<file path="src/rtl/fpu_pkg.sv">
// rtl/fpu_pkg.sv - shared IEEE-754 single-precision types, constants and special-operand helpers
package fpu_pkg;

    localparam int          EXP_W   = 8;
    localparam int          FRAC_W  = 23;
    localparam int          BIAS    = 127;
    localparam logic [31:0] QNAN    = 32'h7FC0_0000;
    localparam logic [31:0] POS_INF = 32'h7F80_0000;

    typedef struct packed {
        logic              sign;
        logic [EXP_W-1:0]  exp;
        logic [FRAC_W-1:0] frac;
    } fp32_t;

    typedef enum logic [1:0] {IDLE, DIV, NORM, DONE} fdiv_state_t;

    function automatic logic is_nan(fp32_t v);
        return (v.exp == '1) && (v.frac != '0);
    endfunction

    function automatic logic is_inf(fp32_t v);
        return (v.exp == '1) && (v.frac == '0);
    endfunction

    // Denormals have exp 0 and are flushed, so they count as zero
    function automatic logic is_zero(fp32_t v);
        return v.exp == '0;
    endfunction

    function automatic logic is_special(fp32_t a, fp32_t b);
        return (a.exp == '0) || (b.exp == '0) || (a.exp == '1) || (b.exp == '1);
    endfunction

    function automatic logic [31:0] special_result(fp32_t a, fp32_t b);
        logic s;
        s = a.sign ^ b.sign;
        if (is_nan(a) || is_nan(b))         return QNAN;
        else if (is_zero(a) && is_zero(b))  return QNAN;
        else if (is_inf(a) && is_inf(b))    return QNAN;
        else if (is_zero(b) || is_inf(a))   return POS_INF | {s, 31'b0};
        else                                return {s, 31'b0};
    endfunction

endpackage

</file>
<file path="src/rtl/fdiv_round.sv">
// rtl/fdiv_round.sv - combinational normalise, round-to-nearest-even, range clamp and pack
module fdiv_round #(
    parameter int W = 26
) (
    input  logic               sign_i,
    input  logic signed [9:0]  exp_i,
    input  logic [W-1:0]       quo_i,
    input  logic               sticky_i,
    output logic [31:0]        y_o
);

    logic [W-1:0]       nq;
    logic signed [9:0]  e_norm;
    logic signed [9:0]  e_rnd;
    logic [23:0]        mant;
    logic               guard;
    logic               sticky;
    logic               rnd_up;
    logic [24:0]        mant_r;
    logic [22:0]        frac;

    always_comb begin
        nq     = quo_i[W-1] ? quo_i : quo_i << 1;
        e_norm = quo_i[W-1] ? exp_i : exp_i - 10'sd1;
        mant   = nq[W-1 -: 24];
        guard  = nq[W-25];
        sticky = sticky_i | (|nq[W-26:0]);
        rnd_up = guard & (sticky | mant[0]);
        mant_r = {1'b0, mant} + {24'b0, rnd_up};
        // Carry out of the mantissa means 1.111..1 rounded up to 10.000..0
        e_rnd  = mant_r[24] ? e_norm + 10'sd1 : e_norm;
        frac   = mant_r[24] ? mant_r[23:1] : mant_r[22:0];
        if (e_rnd >= 10'sd255)
            y_o = {sign_i, 8'hFF, 23'b0};
        else if (e_rnd <= 10'sd0)
            y_o = {sign_i, 31'b0};
        else
            y_o = {sign_i, e_rnd[7:0], frac};
    end

endmodule

</file>
<file path="src/rtl/fdiv_iter.sv">
// rtl/fdiv_iter.sv - iterative restoring FP32 divider; FDIV_EARLY_EXIT_EN lets special operands bypass DIV/NORM
module fdiv_iter
    import fpu_pkg::*;
#(
    parameter int QBITS = 26
) (
    input  logic        clk,
    input  logic        rstn,
    input  logic        start,
    input  logic [31:0] x1,
    input  logic [31:0] x2,
    output logic        busy,
    output logic        done,
    output logic [31:0] y
);

    localparam int             CW   = $clog2(QBITS);
    localparam logic [CW-1:0]  LAST = CW'(QBITS - 1);

    fdiv_state_t        state_q;
    logic [CW-1:0]      cnt_q;
    logic [24:0]        rem_q;
    logic [23:0]        dvs_q;
    logic [QBITS-1:0]   quo_q;
    logic signed [9:0]  exp_q;
    logic               sign_q;
    logic               spec_q;
    logic [31:0]        spec_y_q;
    logic [31:0]        y_q;
    logic               busy_q;
    logic               done_q;

    fp32_t              a;
    fp32_t              b;
    logic signed [9:0]  exp_d;
    logic [25:0]        diff;
    logic               qbit;
    logic [31:0]        round_y;

    assign a     = x1;
    assign b     = x2;
    assign exp_d = $signed({2'b00, a.exp}) - $signed({2'b00, b.exp}) + 10'(BIAS);
    // Trial subtract: a non-negative difference means the quotient bit is 1
    assign diff  = {1'b0, rem_q} - {2'b00, dvs_q};
    assign qbit  = ~diff[25];

    fdiv_round #(.W(QBITS)) u_round (
        .sign_i   (sign_q),
        .exp_i    (exp_q),
        .quo_i    (quo_q),
        .sticky_i (|rem_q),
        .y_o      (round_y)
    );

    always_ff @(posedge clk) begin
        if (!rstn) begin
            state_q  <= IDLE;
            cnt_q    <= '0;
            rem_q    <= '0;
            dvs_q    <= '0;
            quo_q    <= '0;
            exp_q    <= '0;
            sign_q   <= 1'b0;
            spec_q   <= 1'b0;
            spec_y_q <= '0;
            y_q      <= '0;
            busy_q   <= 1'b0;
            done_q   <= 1'b0;
        end else begin
            case (state_q)
                IDLE: begin
                    done_q <= 1'b0;
                    if (start) begin
                        sign_q   <= a.sign ^ b.sign;
                        exp_q    <= exp_d;
                        rem_q    <= {2'b01, a.frac};
                        dvs_q    <= {1'b1, b.frac};
                        quo_q    <= '0;
                        cnt_q    <= '0;
                        spec_q   <= is_special(a, b);
                        spec_y_q <= special_result(a, b);
`ifdef FDIV_EARLY_EXIT_EN
                        if (is_special(a, b)) begin
                            y_q     <= special_result(a, b);
                            done_q  <= 1'b1;
                            state_q <= DONE;
                        end else begin
                            busy_q  <= 1'b1;
                            state_q <= DIV;
                        end
`else
                        busy_q  <= 1'b1;
                        state_q <= DIV;
`endif
                    end
                end
                DIV: begin
                    quo_q <= {quo_q[QBITS-2:0], qbit};
                    rem_q <= (qbit ? diff[24:0] : rem_q) << 1;
                    cnt_q <= cnt_q + 1'b1;
                    if (cnt_q == LAST)
                        state_q <= NORM;
                end
                NORM: begin
                    y_q     <= spec_q ? spec_y_q : round_y;
                    busy_q  <= 1'b0;
                    done_q  <= 1'b1;
                    state_q <= DONE;
                end
                DONE: begin
                    done_q  <= 1'b0;
                    state_q <= IDLE;
                end
                default: state_q <= IDLE;
            endcase
        end
    end

    assign busy = busy_q;
    assign done = done_q;
    assign y    = y_q;

endmodule

</file>
<file path="config.mk">
export PLATFORM = sky130hd
export DESIGN_NAME = fdiv_iter
export DESIGN_NICKNAME = d
export VERILOG_FILES = /design/src/rtl/fpu_pkg.sv /design/src/rtl/fdiv_round.sv /design/src/rtl/fdiv_iter.sv
export SDC_FILE = /design/constraint.sdc
export NUM_CORES = 1
export LEC_CHECK = 0
export BUFFER_PORTS_ARGS = -buffer_cell sky130_fd_sc_hd__buf_2
export CAP_MARGIN = 20
export CORE_UTILIZATION = 45
export DETAILED_ROUTE_END_ITERATION = 8
export SLEW_MARGIN = 20
export SYNTH_ARGS = -nofsm -noshare
export SYNTH_HDL_FRONTEND = slang
export SYNTH_SLANG_ARGS = --single-unit
</file>
<file path="constraint.sdc">
create_clock -name clk -period 6.3 [get_ports clk]
set_input_delay 0 -clock clk [delete_from_list [all_inputs] [get_ports clk]]
set_output_delay 0 -clock clk [all_outputs]
set_load 0.01 [all_outputs]
</file>
# Word level (Yosys, flattened, before mapping)

Cells that the tools add are included.

Equality and inequality tests: 8
Magnitude comparators: 2
Add/sub/neg operators: 7
Reductions and logical operators: 27
Bitwise logic cells: 5
Mux-type cells: 24

Operators by type and width:

| operator                                                            | number |
|---|---|
| 2-to-1 mux 32 bit                                                   | 4 |
| 2-to-1 mux 31 bit                                                   | 3 |
| 2-to-1 mux 26 bit                                                   | 2 |
| case mux 26 bit (2 select lines)                                    | 1 |
| case mux 25 bit (2 select lines)                                    | 1 |
| zero test 23 bit                                                    | 2 |
| nonzero test 23 bit                                                 | 2 |
| subtractor 25 x 24 -> 26 bit                                        | 1 |
| adder 24 x 1 -> 25 bit                                              | 1 |
| 2-to-1 mux 25 bit                                                   | 1 |
| OR reduction 25 bit                                                 | 1 |
| 2-to-1 mux 24 bit                                                   | 1 |
| 2-to-1 mux 23 bit                                                   | 1 |
| 2-to-1 mux 10 bit                                                   | 2 |
| == test 8 bit (second input constant)                               | 2 |
| zero test 8 bit                                                     | 2 |
| adder 10 x 2 -> 10 bit (second input constant)                      | 1 |
| adder 9 x 8 -> 10 bit (second input constant)                       | 1 |
| greater-or-equal comparator 10 x 9 -> 1 bit (second input constant) | 1 |
| less-or-equal comparator 10 x 1 -> 1 bit (second input constant)    | 1 |
| case mux 5 bit (2 select lines)                                     | 1 |
| subtractor 10 x 2 -> 10 bit (second input constant)                 | 1 |
| subtractor 8 x 8 -> 9 bit                                           | 1 |
| case mux 2 bit (4 select lines)                                     | 1 |
| 19 further kinds                                                    | 38 |

Bits of input ports: 67
Flip-flop bits (word level): 160
Word-level logic and storage cells: 85
Output and inout port bits: 34

# Depth between registers and ports, before layout

Gate-level depths: netlist of the first run.

Word-level depth: 10
Depth in mapped cells: 18
Gate-level depth less buffers: 13

# Modules after synthesis

From an unflattened synthesis of the first run, not the netlist that was laid out.

Cell total of the unflattened synthesis: 1223
Area, all modules: 9248.9 µm²

By module, submodules not included:

| module     | seq. area each (µm²) | instances | area an instance (µm²) | cells an instance |
|---|---|---|---|---|
| fdiv_iter  | 2622.5               | 1         | 7214.4                 | 912 |
| fdiv_round | 0.0                  | 1         | 2034.5                 | 311 |

# Worst setup path after synthesis of the first run

OpenSTA, ideal clock, no wires.

Path kind: register to register
Start point: register quo_q[25]
End point: register y_q[20] (netlist: y[20])
Stages on the path, launching flop included: 19
Library setup time: 117 ps
Arrival time: 4464 ps
Path buffers: 7
Clock period less this slack: 4581 ps
Required time: 6183 ps
Slack: 1719 ps
Cell sequence: dfxtp_1 -> buf_6 -> buf_6 -> clkbuf_1 -> clkbuf_1 -> clkbuf_1 -> clkbuf_1 -> mux2_2 -> ha_1 -> nand2_1 -> a2111oi_4 -> nand4_4 -> or4b_1 -> a211oi_2 -> a41oi_1 -> o2111ai_4 -> buf_6 -> nor2_1 -> a22o_1

Word-level cells in the longest chain between the ends: 10
Elaborated cells between the ends (all ways): 14
Classes of those cells: add/sub (2); order compare (2); mux (7); bitwise (3)

Ends and longest elaborated chain:

| element                                  | RTL line         | source |
|---|---|---|
| start, declared                          | fdiv_iter.sv:24  | `logic [QBITS-1:0] quo_q;` |
| start signal, assigned                   | fdiv_iter.sv:98  | `quo_q <= {quo_q[QBITS-2:0], qbit};` |
| 2-to-1 mux 26 bit                        | fdiv_round.sv:23 | `nq = quo_i[W-1] ? quo_i : quo_i << 1;` |
| bitwise OR 1 bit                         | fdiv_round.sv:27 | `sticky = sticky_i \| (\|nq[W-26:0]);` |
| bitwise OR 1 bit                         | fdiv_round.sv:28 | `rnd_up = guard & (sticky \| mant[0]);` |
| bitwise AND 1 bit                        | fdiv_round.sv:28 |  |
| adder 24 x 1 -> 25 bit                   | fdiv_round.sv:29 | `mant_r = {1'b0, mant} + {24'b0, rnd_up};` |
| 2-to-1 mux 10 bit                        | fdiv_round.sv:31 | `e_rnd = mant_r[24] ? e_norm + 10'sd1 : e_norm;` |
| less-or-equal comparator 10 x 1 -> 1 bit | fdiv_round.sv:35 | `else if (e_rnd <= 10'sd0)` |
| 2-to-1 mux 31 bit                        | fdiv_round.sv:35 |  |
| 2-to-1 mux 31 bit (*)                    | fdiv_round.sv:33 | `if (e_rnd >= 10'sd255)` |
| 2-to-1 mux 32 bit (*)                    | fdiv_iter.sv:105 | `y_q <= spec_q ? spec_y_q : round_y;` |
| end signal, assigned                     | fdiv_iter.sv:105 |  |
| end, declared                            | fdiv_iter.sv:29  | `logic [31:0] y_q;` |

Mark *: on every way between the ends. The rest lies on a longest branch, timed or not.
A chain may end at the register's enable or synchronous reset.

# Worst setup path in the final report of the first run

Start point: register quo_q[25]
End point: register y_q[5] (netlist: y[5])

The elaborated chain is that of the path after synthesis.

==> impl_metrics.json, run 1 <==
{
  "skew_ns": 0.00889,
  "hold_slack_ns": 0.0255,
  "yosysWarnings": 0,
  "n_fill_cell": 1904,
  "dieArea_um2": 20500,
  "row_count": 51,
  "synth_edf_count": 0,
  "nets": 1358,
  "hold_path_class": "in2reg",
  "max_freq_ghz": 0.226,
  "grt_setup_unrepaired": "no",
  "antenna_found_initial": 0,
  "fin_crit_sh_pct": 70.1,
  "hold_viol": 0,
  "viasPerCell": 5.66,
  "powerDensity_nw_per_um2": 469,
  "postSynthCellCount": 1139,
  "worst_pin_slew_ns": 0.926,
  "finalPower_mw": 5.03,
  "grt_pass1_vias": 7907,
  "tns_ns": 0,
  "cts_buffer_depth": 2,
  "synthFlopType": "dfxtp_1",
  "place_inst": 1451,
  "synth_area_per_cell_um2": 7.88,
  "status": "finished, final reports clean",
  "syn2layout_area_growth_pct": 19.5,
  "syn_nets": 1250,
  "clk_latency_ns": 0.43,
  "utilization_pct": 54.9,
  "ys_types": 84,
  "arrival_ns": 4.79,
  "hold-path-cell-count": 4,
  "dieHeight_um": 143,
  "first_pass_iters": 7,
  "crit_required_ns": 6.67,
  "hpwlAfterDp_mm": 17.7,
  "finalWirelength_mm": 24.8,
  "endpoint_kind": "register",
  "wire_per_inst_um": 16.3,
  "die_w_um": 143,
  "portBuffers": 100,
  "root_buffer": "clkbuf_16",
  "cap_violations": 0,
  "layout.cells.non_filler": 1525,
  "synth_area_um2": 8970,
  "ff2ff_path_depth": 13,
  "seq_area_frac_synth_pct": 29.2,
  "setup_viol": 0,
  "worst_r2r_endpoint": "y[5]",
  "ys_seq_elements": 131,
  "final_cell_mix": "130 x nand2_1, 130 x dfxtp_1, 100 x buf_2",
  "drt_drc_violations_left": 0,
  "critPathMaxFanout": 42,
  "reg2reg_slack_ns": 1.88,
  "max_slew_margin_pct": 37.5,
  "grt_first_pass_wirelength_mm": 40.4,
  "worst_slack_ns": 1.88,
  "drive_above_1_share_pct": 14.3,
  "start_util_pct": 45.9,
  "synth-async-reset-ratio_pct": 0,
  "cts_tree": "yes",
  "cts_made_buffers": 17,
  "vias": 8631,
  "drtIter0Drc": 456,
  "cts_sinks": 131,
  "path_class": "reg2reg",
  "overflow": 0,
  "p_leak_nw": 4.08,
  "ctsResizeCount": 0,
  "gp_congestion": 0.932,
  "grt_usage_pct": 24.9,
  "ios": 101,
  "grt_max_degree": 81,
  "diodes": 0,
  "slew_violations": 0,
  "min_to": "rem_q[12]",
  "dp_slack_ns": 1.93,
  "fin_area_um2": 10700,
  "htreeDepth": 4,
  "dpl_cell_area_um2": 9630,
  "detail-route-antenna-nets": 0,
  "period_minus_slack_ns": 4.42,
  "start_kind": "register",
  "core-area_um2": 19500,
  "peakVddDrop_mv": 0.352,
  "hp-start": "x1[12]",
  "clk_pin_slew_ns": 0.06,
  "r2r_start": "quo_q[25]"
}
## worst max-delay path, cell delays in order (launching register included)
cell       delay, ns
dfxtp_2         0.65
buf_4           0.48
mux2i_1         0.13
nor2b_1         0.12
ha_1            0.18
nand2_1         0.11
a2111oi_4       0.68
nand2_2         0.11
or3b_4          0.43
o41ai_1         0.39
a21o_1          0.26
o2111ai_4       0.28
nor2_4          0.31
a32o_1          0.20
## layout make-up
type                       instances  area, um^2  share of cell area, %
clock buffer                      18         439                   4.10
clock inverter                    14         225                   2.10
sequential                       131        2620                   24.5
multi-input combinational        873        5820                   54.3
inverter                          69         259                   2.42
tap                              265         332                   3.09
timing repair buffer             155        1020                   9.50
## how the worst max path moves through the flow
stage | end | startpoint | slack (ns) | cells after the start
after floorplan | y[20] | quo_q[25] | 1.72 | 18
after global placement | y[5] | quo_q[25] | 1.99 | 13
after detailed placement | y[5] | quo_q[25] | 1.93 | 13
after CTS | y[5] | quo_q[25] | 1.91 | 13
after global routing | y[9] | quo_q[25] | 1.51 | 13
final | y[5] | quo_q[25] | 1.88 | 13
## cells by family after synthesis
group	count (synthesis)	synth area share, %
buf+inv	135	5.94
mux	20	2.41
simple gates	425	24.7
fa+ha+maj	44	6.30
xor+xnor	54	5.27
compound gates	330	26.1
flops	131	29.2
## cell usage after synthesis (5+ instances only)
| master | instances | share of area [%] |
|---|---|---|
| dfxtp_1 | 131 | 29 |
| nand2_1 | 130 | 5.4 |
| inv_1 | 68 | 2.8 |
| nor2_1 | 62 | 2.6 |
| a21oi_1 | 54 | 3.0 |
| clkbuf_1 | 54 | 2.3 |
| o21ai_0 | 53 | 3.0 |
| ha_1 | 42 | 5.9 |
| nor2b_1 | 42 | 2.9 |
| nand3_1 | 37 | 2.1 |
| a21boi_0 | 36 | 3.0 |
| xnor2_1 | 34 | 3.3 |
| a22oi_1 | 24 | 2.0 |
| nand4_1 | 24 | 1.7 |
| nor3_1 | 23 | 1.3 |
| nor4_1 | 20 | 1.4 |
| xor2_1 | 20 | 2.0 |
| o211ai_1 | 18 | 1.5 |
| a211oi_1 | 16 | 1.3 |
| mux2i_1 | 16 | 1.8 |
| nand2b_1 | 14 | 0.98 |
| and2_1 | 13 | 0.91 |
| a21o_1 | 12 | 1.0 |
| o31ai_1 | 12 | 1.0 |
| a31oi_1 | 11 | 0.77 |
| o21a_1 | 10 | 0.84 |
| o21ai_1 | 10 | 0.56 |
| or2_2 | 10 | 0.70 |
| and3_1 | 9 | 0.63 |
| o22ai_1 | 9 | 0.63 |
| or3_1 | 8 | 0.56 |
| a22o_1 | 7 | 0.68 |
| o211a_1 | 7 | 0.78 |
| a32o_1 | 6 | 0.67 |
| buf_1 | 6 | 0.25 |
| a311oi_1 | 5 | 0.49 |
| o31a_1 | 5 | 0.49 |
## registers in the layout, indices dropped and copies added, names as in the netlist
name / count
exp_q: 10
busy: 1
spec_y_q: 3
y: 32
cnt_q: 5
quo_q: 26
spec_q: 1
state_q: 2
dvs_q: 24
done: 1
rem_q: 25
sign_q: 1
## power breakdown
part	leakage, nW	switching [mW]	internal (mW)
Clock	0.325	0.405	0.720
Sequential	1.07	0.186	0.994
Combinational	2.69	1.65	1.08
Total	4.08	2.24	2.79
## routing by layer
| metal | vias to the layer above | wire [um] | track usage, % |
|---|---|---|---|
| met4 | 0 | 725 | 10.1 |
| met5 | - | 0 | 0 |
| met1 | 4028 | 11600 | 32.5 |
| met2 | 218 | 11500 | 41.2 |
| li1 | 4348 | - | - |
| met3 | 37 | 988 | 3.59 |
## repair_timing
item	CTS	global route
endpoints found under the setup margin	0	0
hold buffers	42	0
setup buffers	0	0
hold endpoints to repair	40	0
No activity file was read; power rests on OpenSTA's default activity.
==> run 2: changes to the inputs <==
--- a/config.mk
+++ b/config.mk
@@ -5,6 +5,7 @@
 export SDC_FILE = /design/constraint.sdc
 export NUM_CORES = 1
 export LEC_CHECK = 0
+export ABC_AREA = 1
 export BUFFER_PORTS_ARGS = -buffer_cell sky130_fd_sc_hd__buf_2
 export CAP_MARGIN = 20
 export CORE_UTILIZATION = 45
==> constraint.sdc (replaced) <==
create_clock -name clk -period 4.1 [get_ports clk]
set_input_delay 0 -clock clk [delete_from_list [all_inputs] [get_ports clk]]
set_output_delay 0 -clock clk [all_outputs]
set_load 0.01 [all_outputs]
==> run 2 against run 1 <==
Effect of this change:
- clock-buffer cell count increased by 4
- die area increased by 2.1%
- non-clock buffer count increased by 6
- core utilization increased by 0.39 points
- final cell count increased by 17%
- sequential power increased by 51%
- hold slack improved by 0.018 ns
- design area increased by 1.7%
- synthesized cell count increased by 22%
- synthesized area increased by 2.2%
- critical path depth increased by 4
- largest power group unchanged
==> impl_metrics.json, run 2 <==
{
  "portBuffers": 100,
  "synthFlopType": "dfxtp_1",
  "slowest_delay_ns": 0.53,
  "finalPower_mw": 7.72,
  "synth.largest_area_cell": "dfxtp_1",
  "fin_crit_sh_pct": 88.0,
  "dp_slack_ns": 0.404,
  "crit_slowest_cell": "dfxtp_2",
  "max_freq_ghz": 0.277,
  "yosysWarnings": 0,
  "mostFrequentLayoutCell": "nand2_1",
  "gp_congestion": 0.895,
  "p_leak_nw": 4.86,
  "cts_tree": "yes",
  "synth.cells.most_frequent": "297 x nand2_1, 177 x a21oi_1, 170 x inv_1",
  "cts_made_buffers": 17,
  "hold-path-cell-count": 4,
  "seq_area_frac_synth_pct": 28.6,
  "cts_sinks": 131,
  "grt_pass1_vias": 8287,
  "worst_pin_slew_ns": 0.933,
  "layout.cells.non_filler": 1788,
  "wire_per_inst_um": 14.7,
  "drt_drc_violations_left": 0,
  "skew_ns": 0.00951,
  "n_fill_cell": 1933,
  "ys_seq_elements": 131,
  "nets": 1621,
  "htreeDepth": 4,
  "r2r_start": "quo_q[25]",
  "drive_above_1_share_pct": 14.4,
  "worst_r2r_endpoint": "y[7]",
  "die_w_um": 145,
  "synth.most_common_cell": "nand2_1",
  "worst_slack_ns": 0.491,
  "path_class": "reg2reg",
  "synth_top_area_share_pct": 28.6,
  "synth_area_um2": 9170,
  "grt_usage_pct": 25.9,
  "peakVddDrop_mv": 0.345,
  "vias": 9369,
  "arrival_ns": 3.96,
  "diodes": 0,
  "viasPerCell": 5.24,
  "row_count": 51,
  "synth_area_per_cell_um2": 6.60,
  "grt_max_degree": 59,
  "synth_edf_count": 0,
  "start_util_pct": 46.5,
  "first_pass_iters": 7,
  "hp-start": "x2[31]",
  "cap_violations": 0,
  "detail-route-antenna-nets": 0,
  "drtIter0Drc": 561,
  "hold_slack_ns": 0.0437,
  "hpwlAfterDp_mm": 19.0,
  "dieArea_um2": 20900,
  "endpoint_kind": "register",
  "antenna_found_initial": 0,
  "overflow": 0,
  "synth_area_leaders": "dfxtp_1 29%, nand2_1 12%, a21oi_1 9.7%, inv_1 7.0%, ha_1 5.7%",
  "ios": 101,
  "crit_top_cell": "nand2_1",
  "dieHeight_um": 145,
  "syn2layout_area_growth_pct": 18.9,
  "reg2reg_slack_ns": 0.49,
  "syn_nets": 1500,
  "finalWirelength_mm": 26.2,
  "critPathMaxFanout": 22,
  "clk_latency_ns": 0.43,
  "place_inst": 1706,
  "ff2ff_path_depth": 17,
  "max_slew_margin_pct": 37.7,
  "final_cell_mix": "296 x nand2_1, 177 x a21oi_1, 170 x inv_1",
  "cts_buffer_depth": 2,
  "hold_viol": 0,
  "ys_types": 57,
  "slew_violations": 0,
  "largest_reg_flops": 32,
  "synth-async-reset-ratio_pct": 0,
  "tns_ns": 0,
  "post-cts-setup-buffer-count": 0,
  "root_buffer": "clkbuf_16",
  "status": "finished, final reports clean",
  "setup_viol": 0,
  "grt_setup_unrepaired": "no",
  "core-area_um2": 19700,
  "grt_first_pass_wirelength_mm": 42.5,
  "period_minus_slack_ns": 3.61,
  "min_to": "sign_q",
  "clk_pin_slew_ns": 0.06,
  "hold_path_class": "in2reg",
  "postSynthCellCount": 1389,
  "crit_chain": "inv_4 > nand2_1 > nand2_1 > nand2_1 > inv_1 > ha_1 > nand2_1 > nor2_2 > inv_2 > nor2_4 > nand2_2 > clkinv_2 > o21ai_4 > inv_2 > a21oi_4 > nand3_1 > a21oi_1",
  "crit_required_ns": 4.45,
  "powerDensity_nw_per_um2": 708,
  "start_kind": "register"
}
run 2: worst max-delay path by stage:
stage / startpoint / cells past startpoint / endpoint / slack [ns]
after floorplan: quo_q[25] / 25 / y[14] / 1.24
after global placement: quo_q[25] / 13 / y[2] / 0.47
after detailed placement: quo_q[25] / 17 / y[2] / 0.40
after CTS: quo_q[25] / 17 / y[2] / 0.37
after global routing: quo_q[25] / 17 / y[7] / 0.11
final: quo_q[25] / 17 / y[7] / 0.49
run 2: per-stage QoR:
stage          area, um^2  utilization (%)
2_1_floorplan        9170                -
3_3_place_gp         9780             49.6
3_5_place_dp         9780             49.6
4_1_cts             10900             55.2
5_1_grt             10900             55.3
6_report            10900             55.3
run 2: timing repair:
item | CTS | global route
hold endpoints to repair | 48 | 0
endpoints found under the setup margin | 0 | 9
gates resized for setup | 0 | 1
hold buffers | 50 | 0
run 2: worst max-delay path, delay by kind of cell (launching register included):
family | cells | cell delay [ns]
flops | 1 | 0.53
fa+ha+maj | 1 | 0.21
buf+inv | 5 | 0.71
compound gates | 3 | 1.10
simple gates | 8 | 0.99
run 2: cell families after synthesis:
group / share of synthesized area, %
AOI/OAI and AO/OA: 21.1
buffers and inverters: 10.7
and+or+nand+nor: 29.0
xor gates and xnor gates: 4.37
adders and majority gates: 6.17
DFF: 28.6
run 2: cell type report:
class / count / area (um^2) / area share (%)
timing repair buffer: 161 / 1080 / 9.94
sequential: 131 / 2620 / 24.1
clock buffer: 22 / 454 / 4.17
tap: 265 / 332 / 3.04
clock inverter: 10 / 156 / 1.43
inverter: 179 / 676 / 6.20
multi-input combinational: 1020 / 5570 / 51.1
run 2: layer usage:
layer | global-route usage [%] | up-vias | share of wire (%)
met1 | 39.4 | 4231 | 53
met4 | 7.09 | 0 | 1.5
met5 | 0 | - | 0
met2 | 37.7 | 258 | 41
met3 | 3.39 | 35 | 5.3
li1 | - | 4845 | -
run 2: power breakdown:
group / internal (mW) / switching [mW]
Clock: 1.03 / 0.586
Sequential: 1.55 / 0.230
Combinational: 1.48 / 2.83
